$ cat src/rtl/fifo_wr_arbiter_if.sv
// Shared write-port bundle between NUM_REQ producers, the round-robin arbiter and the FIFO write side.
// The arbiter takes the slave view; the producers, the FIFO and any observer take the master view.
interface fifo_wr_arbiter_if #(
  parameter int NUM_REQ    = 4,
  parameter int DATA_WIDTH = 16
);
  localparam int GW = (NUM_REQ > 1) ? $clog2(NUM_REQ) : 1;

  logic [NUM_REQ-1:0]            req_valid;
  logic [NUM_REQ*DATA_WIDTH-1:0] req_data;
  logic [NUM_REQ-1:0]            req_ready;
  logic                          fifo_full;
  logic                          fifo_wr_en;
  logic [DATA_WIDTH-1:0]         fifo_data_in;
  logic                          grant_active;
  logic [GW-1:0]                 grant_id;

  modport master (
    output req_valid, req_data, fifo_full,
    input  req_ready, fifo_wr_en, fifo_data_in, grant_active, grant_id
  );

  modport slave (
    input  req_valid, req_data, fifo_full,
    output req_ready, fifo_wr_en, fifo_data_in, grant_active, grant_id
  );
endinterface

$ cat src/rtl/fifo_wr_arbiter.sv
// Round-robin write-port arbiter: one owner at a time writes bursts of up to MAX_BURST words
// into a sync FIFO, then the grant rotates with no idle bubble between owners.
module fifo_wr_arbiter #(
  parameter int NUM_REQ    = 4,
  parameter int DATA_WIDTH = 16,
  parameter int MAX_BURST  = 4
) (
  input logic              clk,
  input logic              rst,
  fifo_wr_arbiter_if.slave bus
);
  localparam int GW = (NUM_REQ > 1) ? $clog2(NUM_REQ) : 1;
  localparam int CW = $clog2(MAX_BURST + 1);

  typedef enum logic {IDLE, GRANT} state_t;

  state_t             r_state, w_state_nxt;
  logic [GW-1:0]      r_grant_id, w_grant_id_nxt;
  logic [GW-1:0]      r_rr_last, w_rr_last_nxt;
  logic [CW-1:0]      r_burst_cnt, w_burst_cnt_nxt;
  logic [GW-1:0]      w_search_base, w_pick;
  logic               w_found, w_wr, w_release;
  logic [NUM_REQ-1:0] w_ready;

  // On release the search starts after the current owner, so it is considered last.
  assign w_search_base = (r_state == GRANT) ? r_grant_id : r_rr_last;

  always_comb begin
    logic [GW-1:0] cand;
    w_found = 1'b0;
    w_pick  = '0;
    cand    = '0;
    for (int unsigned k = 1; k <= unsigned'(NUM_REQ); k++) begin
      cand = GW'((32'(w_search_base) + k) % unsigned'(NUM_REQ));
      if (!w_found && bus.req_valid[cand]) begin
        w_found = 1'b1;
        w_pick  = cand;
      end
    end
  end

  always_comb begin
    w_ready = '0;
    if (r_state == GRANT && !bus.fifo_full && !rst) w_ready[r_grant_id] = 1'b1;
  end

  assign w_wr             = |(w_ready & bus.req_valid);
  assign bus.req_ready    = w_ready;
  assign bus.fifo_wr_en   = w_wr;
  assign bus.fifo_data_in = (r_state == GRANT) ? bus.req_data[r_grant_id*DATA_WIDTH +: DATA_WIDTH] : '0;
  assign bus.grant_active = (r_state == GRANT);
  assign bus.grant_id     = r_grant_id;

  always_comb begin
    w_state_nxt     = r_state;
    w_grant_id_nxt  = r_grant_id;
    w_burst_cnt_nxt = r_burst_cnt;
    w_rr_last_nxt   = r_rr_last;
    w_release       = 1'b0;
    case (r_state)
      IDLE: begin
        if (w_found) begin
          w_state_nxt     = GRANT;
          w_grant_id_nxt  = w_pick;
          w_burst_cnt_nxt = '0;
        end
      end
      GRANT: begin
        w_release = !bus.req_valid[r_grant_id] ||
                    (w_wr && r_burst_cnt == CW'(MAX_BURST - 1));
        if (w_release) begin
          w_rr_last_nxt   = r_grant_id;
          w_burst_cnt_nxt = '0;
          if (w_found) w_grant_id_nxt = w_pick;
          else         w_state_nxt    = IDLE;
        end else if (w_wr) begin
          w_burst_cnt_nxt = r_burst_cnt + 1'b1;
        end
      end
      default: w_state_nxt = IDLE;
    endcase
  end

  always_ff @(posedge clk) begin
    if (rst) begin
      r_state     <= IDLE;
      r_grant_id  <= '0;
      r_burst_cnt <= '0;
      r_rr_last   <= GW'(NUM_REQ - 1);
    end else begin
      r_state     <= w_state_nxt;
      r_grant_id  <= w_grant_id_nxt;
      r_burst_cnt <= w_burst_cnt_nxt;
      r_rr_last   <= w_rr_last_nxt;
    end
  end
endmodule

$ cat src/flat_wrapper.sv
// flat-port wrapper written by rule: the top's interface ports become plain ports
module fifo_wr_arbiter_flat 
#(
  parameter int NUM_REQ    = 4,
  parameter int DATA_WIDTH = 16,
  parameter int MAX_BURST  = 4
)
  (clk, rst, bus_req_valid, bus_req_data, bus_fifo_full, bus_req_ready, bus_fifo_wr_en, bus_fifo_data_in, bus_grant_active, bus_grant_id);
  fifo_wr_arbiter_if #(.NUM_REQ(NUM_REQ), .DATA_WIDTH(DATA_WIDTH)) bus_i ();
  input logic clk;
  input logic rst;
  input wire logic [$bits(bus_i.req_valid)-1:0] bus_req_valid;
  input wire logic [$bits(bus_i.req_data)-1:0] bus_req_data;
  input wire logic [$bits(bus_i.fifo_full)-1:0] bus_fifo_full;
  output wire logic [$bits(bus_i.req_ready)-1:0] bus_req_ready;
  output wire logic [$bits(bus_i.fifo_wr_en)-1:0] bus_fifo_wr_en;
  output wire logic [$bits(bus_i.fifo_data_in)-1:0] bus_fifo_data_in;
  output wire logic [$bits(bus_i.grant_active)-1:0] bus_grant_active;
  output wire logic [$bits(bus_i.grant_id)-1:0] bus_grant_id;
  assign bus_i.req_valid = bus_req_valid;
  assign bus_i.req_data = bus_req_data;
  assign bus_i.fifo_full = bus_fifo_full;
  assign bus_req_ready = bus_i.req_ready;
  assign bus_fifo_wr_en = bus_i.fifo_wr_en;
  assign bus_fifo_data_in = bus_i.fifo_data_in;
  assign bus_grant_active = bus_i.grant_active;
  assign bus_grant_id = bus_i.grant_id;
  fifo_wr_arbiter #(.NUM_REQ(NUM_REQ), .DATA_WIDTH(DATA_WIDTH), .MAX_BURST(MAX_BURST)) u_core (.clk(clk), .rst(rst), .bus(bus_i));
endmodule
$ cat config.mk
export PLATFORM = sky130hd
export DESIGN_NAME = fifo_wr_arbiter_flat
export DESIGN_NICKNAME = d
export VERILOG_FILES = /design/src/rtl/fifo_wr_arbiter_if.sv /design/src/rtl/fifo_wr_arbiter.sv /design/src/flat_wrapper.sv
export SDC_FILE = /design/constraint.sdc
export NUM_CORES = 1
export LEC_CHECK = 0
export ABC_AREA = 1
export CAP_MARGIN = 5
export CELL_PAD_IN_SITES_DETAIL_PLACEMENT = 0
export CELL_PAD_IN_SITES_GLOBAL_PLACEMENT = 1
export CORE_UTILIZATION = 25
export DETAILED_ROUTE_END_ITERATION = 7
export GPL_TIMING_DRIVEN = 0
export HOLD_SLACK_MARGIN = 0.15
export PLACE_DENSITY = 0.87
export SLEW_MARGIN = 20
export SYNTH_ARGS = -nofsm -noshare
export SYNTH_HDL_FRONTEND = slang
export SYNTH_SLANG_ARGS = --single-unit
$ cat constraint.sdc
create_clock -name clk -period 3.65 [get_ports clk]
set_input_delay 0.73 -clock clk [delete_from_list [all_inputs] [get_ports clk]]
set_output_delay 0.73 -clock clk [all_outputs]
set_load 0.005 [all_outputs]
* After elaboration in Yosys (flattened, before gate mapping)
Index checks and enable logic that the tools add are counted.
Operators by class: multiplexer cells 33, bitwise logic cells 2, shift operators 1, $add $sub $neg 5, order comparisons 6, reduce and logical (&&, ||, !) cells 17, equal/unequal tests 4
Operators by type and width (count):
- 64-bit by 7-bit variable part select with 16-bit output | 1
- 16-bit two-way mux | 1
- 2-bit by 3-bit < comparator with 1-bit output, second input constant | 5
- 2-bit two-way mux | 7
- 1-bit two-way mux | 12
- 1-bit binary-select mux with 2-bit select | 5
- 3-bit two-way mux | 3
- 1-bit logical AND | 7
- 1-bit logical NOT | 6
- 3-bit case mux with 2 select lines | 1
- 2-bit by 1-bit adder with 2-bit output, second input constant | 2
- 2-bit adder, second input constant | 2
- 4-bit bitwise AND | 1
- 4-bit two-way mux | 1
- 2-bit case mux with 2 select lines | 1
- 2-bit AND reduction | 2
- 4-bit OR reduction | 1
- 3-bit by 1-bit adder with 3-bit output, second input constant | 1
- 3-bit by 2-bit equality test with 1-bit output, second input constant | 1
- 3-bit inequality test, second input constant | 1
- 1-bit demux with 2-bit select | 1
- 2-bit by 1-bit greater-or-equal comparator with 1-bit output, second input constant | 1
- 2-bit by 1-bit inequality test with 1-bit output, second input constant | 1
- 2-bit inequality test, second input constant | 1
- 3 further kinds | 3
Word-level totals: output and inout bits 24, register bits after elaboration 8, word-level logic and storage cells 72, bits of input ports 71

* Logic depth before layout (Yosys ltp)
Gate-level depths: netlist (run 1).
word-level depth 17, gate-level depth with buffers 14, gate-level depth less buffers 13

* Worst setup path before layout (run 1)
Ideal clock, no wire load.
path kind register to output, start register u_core.r_grant_id[0] (netlist: u_core.bus.grant_id[0]), end output port bus_fifo_data_in[10], setup slack 1.590 ns, data required time 2.920 ns, arrival time 1.330 ns, stages on the path, launching flop included 7, path buffers 2, cells stage by stage dfxtp_1 > buf_6 > nand2_1 > inv_1 > clkbuf_1 > a22oi_1 > a21oi_1
On the way: cells in the longest elaborated chain, start to end 2
RTL lines:
- start: declaration | line fifo_wr_arbiter.sv:18 | logic [GW-1:0] r_grant_id, w_grant_id_nxt;
- start signal: assignment | line fifo_wr_arbiter.sv:92 | r_grant_id <= w_grant_id_nxt;
- 64-bit by 7-bit variable part select with 16-bit output | line fifo_wr_arbiter.sv:50 | assign bus.fifo_data_in = (r_state == GRANT) ? bus.req_data[r_grant_id*DATA_WIDTH +: DATA_WIDTH] : '0;
- 16-bit two-way mux | line fifo_wr_arbiter.sv:50
- end: declaration | line flat_wrapper.sv:17 | output wire logic [$bits(bus_i.fifo_data_in)-1:0] bus_fifo_data_in;
Every way passes these cells.

* Worst setup path in the final report (run 1)
start register u_core.r_grant_id[1] (netlist: u_core.bus.grant_id[1]), end output port bus_fifo_data_in[13]
Same word-level chain as after synthesis.

==> results.md, run 1 <==
* Worst-path maximum fanout at 10
* Clock sink count at 8
* Initial core utilization at approximately a quarter
* Total CTS buffers at 3
* Number of antenna violations at the first check in global routing at 0
* Slew HR at between 60 and 70%
* DR WL/cell at 14.3 um
* Worst slew pin tran at between 400 and 500 ps
* Main synth FF type: dfxtp_1
* Synth Net Count at 262
* Setup violations, final at 0
* Layout Area Growth over Synthesis at 80.7%
* Die Wd at about 75 um
* Share of layout cells above drive strength 1 at approximately 17%
* DR vias at 1724
* # Max-Cap Violations at 0
* Worst-skew pair later-pin latency at 230 ps
* CP Launch Type: flop
* GR Layer Usage met1 at approximately a fifth
* Synth Area in XOR/XNOR at 0%
* Internal Power at 0.716 mW
* Clock Tree Root: clkbuf_8
* Routed wire length at 5.09 mm
* Largest net degree at the start of global routing at 11
* Final worst path period share at 87.4%
* RePlAce Congestion at ~0.8
* DP Area at 0.00235 sq mm
* Worst min path class: flop to flop
* GRT Total Usage at roughly 17%
* Max VDD drop at roughly 0.36 mV
* RSZ-0062 raised after global routing: false
* Vias per cell at 4.84
* Std-Cell Rows at 26
* Post-synth EDFFs at 0
* Combinational family with the most area after synthesis: simple AND/OR/NAND/NOR gates
* Clock power frac at 7.8%
* Starting DRC count in detailed routing at 31
* Die area at approximately 0.0056 sq mm
* TritonCTS clock tree: built
* I/O pin total at 95
* Resized Gates After CTS at 0
* Critical setup path kind: flop to output pin
* Yosys synthesis warning count at 0
* Compound-Gate Fraction of Synth Area at approximately 30%
* Fin Clk Skew at 2.56 ps
* Mapped Area at approximately 0.0013 sq mm
* Hold Slack at just under 500 ps
* Final min period at 3190 ps
* Routed Antenna Nets at 0
* Clk buf depth at 2
* Data required, critical path at ~2900 ps
* Worst-path clk slew at about 40 ps
* Async SR Flop Fraction at 0%
* Met3 Usage GRT at around 4.3%
* Total grt overflow at 0
* Comb pwr share at 81.6%
* First-pass GRT wire length at around 7.4 mm
* Mux share of post-synthesis cell area at 0%
* Run status: complete, no violations
* Final hold vios at 0
* Hold_buf cts at 0
* Busiest grt layer: met2
* PwrDens at about 600 mW/mm^2
* Flop pwr share at between 10% and 20%
* Core box area at 0.00511 sq mm
* Sw Ratio at about half
* Router iterations before antenna repair at 4
* Syn_area_per_cell at about 7 sq um
* H-tree levels at 1
* Final Util at 46.9%
* Peak Freq at approximately 310 MHz
* Post-route DRC at 0
* Ant. Diodes at 0
* Setup Buffers After CTS at 0
* Vias in the first global route at 1613
* Static Leak at between 0.9 and 1 nW
* Final Non-Filler Cells at 356
* Synth cell types at 26
* Total Neg Setup Slack at 0 ps
* Syn Inst Count at 189
* Critical Path End Type: output pin
* Fin nets at between 300 and 400
* Seq/Total Area, Yosys at 12.1%
* Die Ht at about 75 um
* Synth Register Bits at 8
* Design area at ~0.0024 sq mm
* Slew Viols, Final at 0
* Post-Synth Simple-Gate Area at between 40 and 50%
* Worst EP arrival at roughly 2500 ps
* P_sw at 0.721 mW
* DP HPWL at roughly 4.2 mm
* M2 GR Usage at approximately 31%
* Number of buffers added on ports at 94
* Cells after DPL at ~350
* Synth Area in Adders at 1.89%
-- registers in the layout, summed over array words and instances, names as in the netlist --
| name | count |
|---|---|
| u_core.bus.grant_active | 1 |
| u_core.bus.grant_id | 2 |
| u_core.r_burst_cnt | 3 |
| u_core.r_rr_last | 2 |
-- metal layers --
layer  up-vias  share of wire (%)
met4         0                1.9
met5         -                  0
li1        864                  -
met2        74                 46
met3        11                9.8
met1       775                 42
-- per-stage QoR --
stage                     power, mW  setup WS [ps]
final                          1.44            461
after global routing           1.57            279
after CTS                      1.44            443
after detailed placement       1.33            601
after global placement         1.33            564
after floorplan               0.946           1590
-- Yosys cell counts (2+ instances only) --
cell	n	area share, %
nand4_1	3	1.4
inv_2	4	1.1
buf_6	3	2.5
o211ai_1	2	1.1
nand3_1	13	4.9
clkbuf_1	4	1.1
nor2_4	2	1.7
a22oi_1	32	18
ha_1	2	1.9
a21oi_1	20	7.6
dfxtp_1	8	12
nor2_2	2	0.94
nand3_2	4	3.0
nor3_1	3	1.1
nor2_1	10	2.8
nand2_4	10	8.5
nand2_2	16	7.6
nand2_1	28	7.9
nand4_4	2	3.2
inv_1	15	4.2
-- worst max-delay path, cell delays in order (launching register included) --
cell,delay [ps]
dfxtp_1,500
nand2_1,200
inv_1,210
clkbuf_1,410
a22oi_1,200
a21oi_1,160
clkdlybuf4s50_1,530
-- power by group through the flow --
stage	combinational, mW	sequential, mW	clock, mW
6_report	1.17	0.152	0.111
5_1_grt	1.30	0.156	0.115
4_1_cts	1.18	0.153	0.111
3_5_place_dp	1.18	0.154	0
3_3_place_gp	1.17	0.153	0
2_1_floorplan	0.798	0.148	0
-- layout make-up --
cell class	count	area (sq um)
Clock buffer	3	41.3
Buffer	8	52.6
Fill cell	514	2710
Sequential cell	8	160
Inverter	19	71.3
Tap cell	70	87.6
Timing Repair Buffer	94	941
Multi-Input combinational cell	154	1040
-- cell usage in the layout (no fill, tap or decap), types with 3 or more instances in the layout --
master / n
nand2_2: 16
clkbuf_1: 4
buf_6: 3
nand2_4: 10
nor3_1: 3
dfxtp_1: 8
nand3_1: 13
a22oi_1: 32
clkbuf_8: 3
clkdlybuf4s50_1: 94
nand2_1: 28
nor2_1: 10
a21oi_1: 20
nand3_2: 4
inv_2: 4
nand4_1: 3
inv_1: 15
-- kinds of logic (layout without fill, tap and decap cells) --
kind of cell / Yosys count / in the layout
AO/OA/AOI/OAI: 57 / 57
flip-flops: 8 / 8
AND/OR/NAND/NOR: 95 / 95
adder cells (fa/ha/maj): 2 / 2
buffers and inverters: 27 / 124
-- final timing paths --
| check | from | end | slack (ps) | cells past startpoint |
|---|---|---|---|---|
| setup / recovery | u_core.bus.grant_id[1]$_SDFFE_PP0P_ | bus_fifo_data_in[13] | 460 | 6 |
| hold reg to reg | u_core.r_burst_cnt[2]$_SDFFE_PP0P_ | u_core.r_burst_cnt[2]$_SDFFE_PP0P_ | 480 | 2 |
| hold / removal | u_core.r_burst_cnt[2]$_SDFFE_PP0P_ | u_core.r_burst_cnt[2]$_SDFFE_PP0P_ | 480 | 2 |
| setup reg to reg | u_core.bus.grant_id[1]$_SDFFE_PP0P_ | u_core.bus.grant_id[0]$_SDFFE_PP0P_ | 1930 | 9 |
Note: power is estimated with default switching activity, not from simulation.
==> run 2: changes to the inputs <==
Settings changed: GPL_TIMING_DRIVEN 0 to 1.
==> results.md, run 2 (synthesis results as in run 1) <==
* Total CTS buffers at 3
* Slew HR at between 60% and 70%
* DR WL/cell at 14.6 um
* Multi-input logic area at between 0.001 and 0.0015 sq mm
* Max VDD drop at approximately 0.33 mV
* Setup Buffers After CTS at 0
* Final min period at 3120 ps
* Fin nets at about 360
* # Max-Cap Violations at 0
* Ant. Diodes at 0
* Vias in the first global route at roughly 1.5k
* Worst-path clk slew at roughly 40 ps
* Final Power at roughly 1.4 mW
* Worst EP arrival at ~2400 ps
* Layout Area Growth over Synthesis at 79.0%
* RSZ-0062 raised after global routing: false
* Total Neg Setup Slack at 0 ps
* Routed wire length at 5.15 mm
* Most flop-heavy register: u_core.r_burst_cnt
* Run status: complete, no violations
* Final hold vios at 0
* Register area at roughly 160 sq um
* Critical Path End Type: output pin
* Critical path cell sequence: clkdlybuf4s50_1, nor3_1, inv_1, nor3_1, clkdlybuf4s50_1
* Setup violations, final at 0
* Worst min path class: flop to flop
* Final worst path period share at roughly 86%
* Worst slew pin tran at 537 ps
* Initial core utilization at between 20% and 30%
* Peak Freq at 320 MHz
* Worst-skew pair later-pin latency at ~230 ps
* Hold_buf cts at 0
* Clk buf depth at 2
* Data required, critical path at between 2000 and 3000 ps
* Sw Ratio at 50.3%
* GRT Total Usage at 17.7%
* Slew Viols, Final at 0
* Resized Gates After CTS at 0
* Critical setup path kind: primary input to output pin
* Clock Tree Root: clkbuf_8
* Routed Antenna Nets at 0
* Die area at around 0.0056 sq mm
* DR vias at between 1.5k and 2k
* DP HPWL at around 4.2 mm
* Comb pwr share at just over 80%
* RePlAce Congestion at approximately 0.78
* Total grt overflow at 0
* TritonCTS clock tree: built
* P_sw at ~0.7 mW
* Starting DRC count in detailed routing at 44
* Std-Cell Rows at 26
* Router iterations before antenna repair at 4
* Largest net degree at the start of global routing at 22
* Static Leak at ~1 nW
* Fillers at 535
* Clock sink count at 8
* Internal Power at 0.709 mW
* Leading cell type in the layout, fill and taps excluded: clkdlybuf4s50_1
* Share of layout cells above drive strength 1 at 18.1%
* H-tree levels at 1
* Flop pwr share at between 10% and 20%
* Largest register FFs at 3
* Die Wd at between 70 and 80 um
* Largest stage delay on the critical path at 520 ps
* Core box area at roughly 0.005 sq mm
* First-pass GRT wire length at approximately 7.5 mm
* Worst-path maximum fanout at 6
* PwrDens at 602 mW/mm^2
* Die Ht at approximately 75 um
* Vias per cell at 4.89
* Clock power frac at under 10%
* Post-route DRC at 0
* Hold Slack at 484 ps
* Most frequent cells in the layout: clkdlybuf4s50_1, a22oi_1, nand2_1, a21oi_1, nand2_2
* I/O pin total at between 90 and 100
* Worst path slowest cell: clkdlybuf4s50_1
* CP Launch Type: primary input
* Fin Clk Skew at between 3 and 4 ps
* Number of buffers added on ports at between 90 and 100
* Number of antenna violations at the first check in global routing at 0
run 2: changes by cell type in the layout (fill, tap and decap cells not counted):
cell | before | now
buf_4 | 0 | 4
clkbuf_1 | 4 | 0
buf_6 | 3 | 0
buf_1 | 1 | 0
run 2: final cells by class:
class	count	area share (%)
Timing Repair Buffer	98	40.9
Clock buffer	3	1.74
Multi-Input combinational cell	154	43.9
Sequential cell	8	6.75
Inverter	19	3.01
Tap cell	70	3.69
run 2: metal layers:
layer  vias to the layer above  GRT usage, %  wire [um]
li1                        856             -          -
met1                       776          21.2       2140
met2                        81          30.8       2330
met3                        10          5.62        594
met4                         0          3.98         89
met5                         -             0          0
run 2: final timing paths:
kind,end,start,slack (ps),depth (start not counted)
worst min-delay path,u_core.r_burst_cnt[2]$_SDFFE_PP0P_,u_core.r_burst_cnt[2]$_SDFFE_PP0P_,480,2
worst max register to register,u_core.r_burst_cnt[0]$_SDFFE_PP0P_,u_core.bus.grant_active$_SDFF_PP0_,1660,12
worst max-delay path,bus_req_ready[0],rst,530,5
worst min register to register,u_core.r_burst_cnt[2]$_SDFFE_PP0P_,u_core.r_burst_cnt[2]$_SDFFE_PP0P_,480,2
run 2: worst max-delay path: cells and delay by family:
kind                   cells  cell delay, ps
buffers and inverters      3            1170
AND/OR/NAND/NOR            2             480
run 2: power by group through the flow:
stage	logic [mW]	clock network, mW	registers (mW)
6_report	1.17	0.106	0.150
5_1_grt	1.29	0.112	0.154
4_1_cts	1.18	0.107	0.149
3_5_place_dp	1.18	0	0.150
3_3_place_gp	1.17	0	0.150
2_1_floorplan	0.798	0	0.148
run 2: stage by stage:
stage | cell area (sq um) | util, % | worst slack, ps | cells
after floorplan | 1330 | - | 1590 | 189
after global placement | 2330 | 45.6 | 543 | 349
after detailed placement | 2330 | 45.6 | 533 | 349
after CTS | 2370 | 46.4 | 533 | 352
after global routing | 2370 | 46.4 | 383 | 352
final | 2370 | 46.4 | 529 | 352
==> run 3: changes to the inputs <==
Settings changed: ABC_CLOCK_PERIOD_IN_PS from default to 3650.
==> results of run 3 <==
The final DEF is identical to that of run 2; final timing and power are the same.
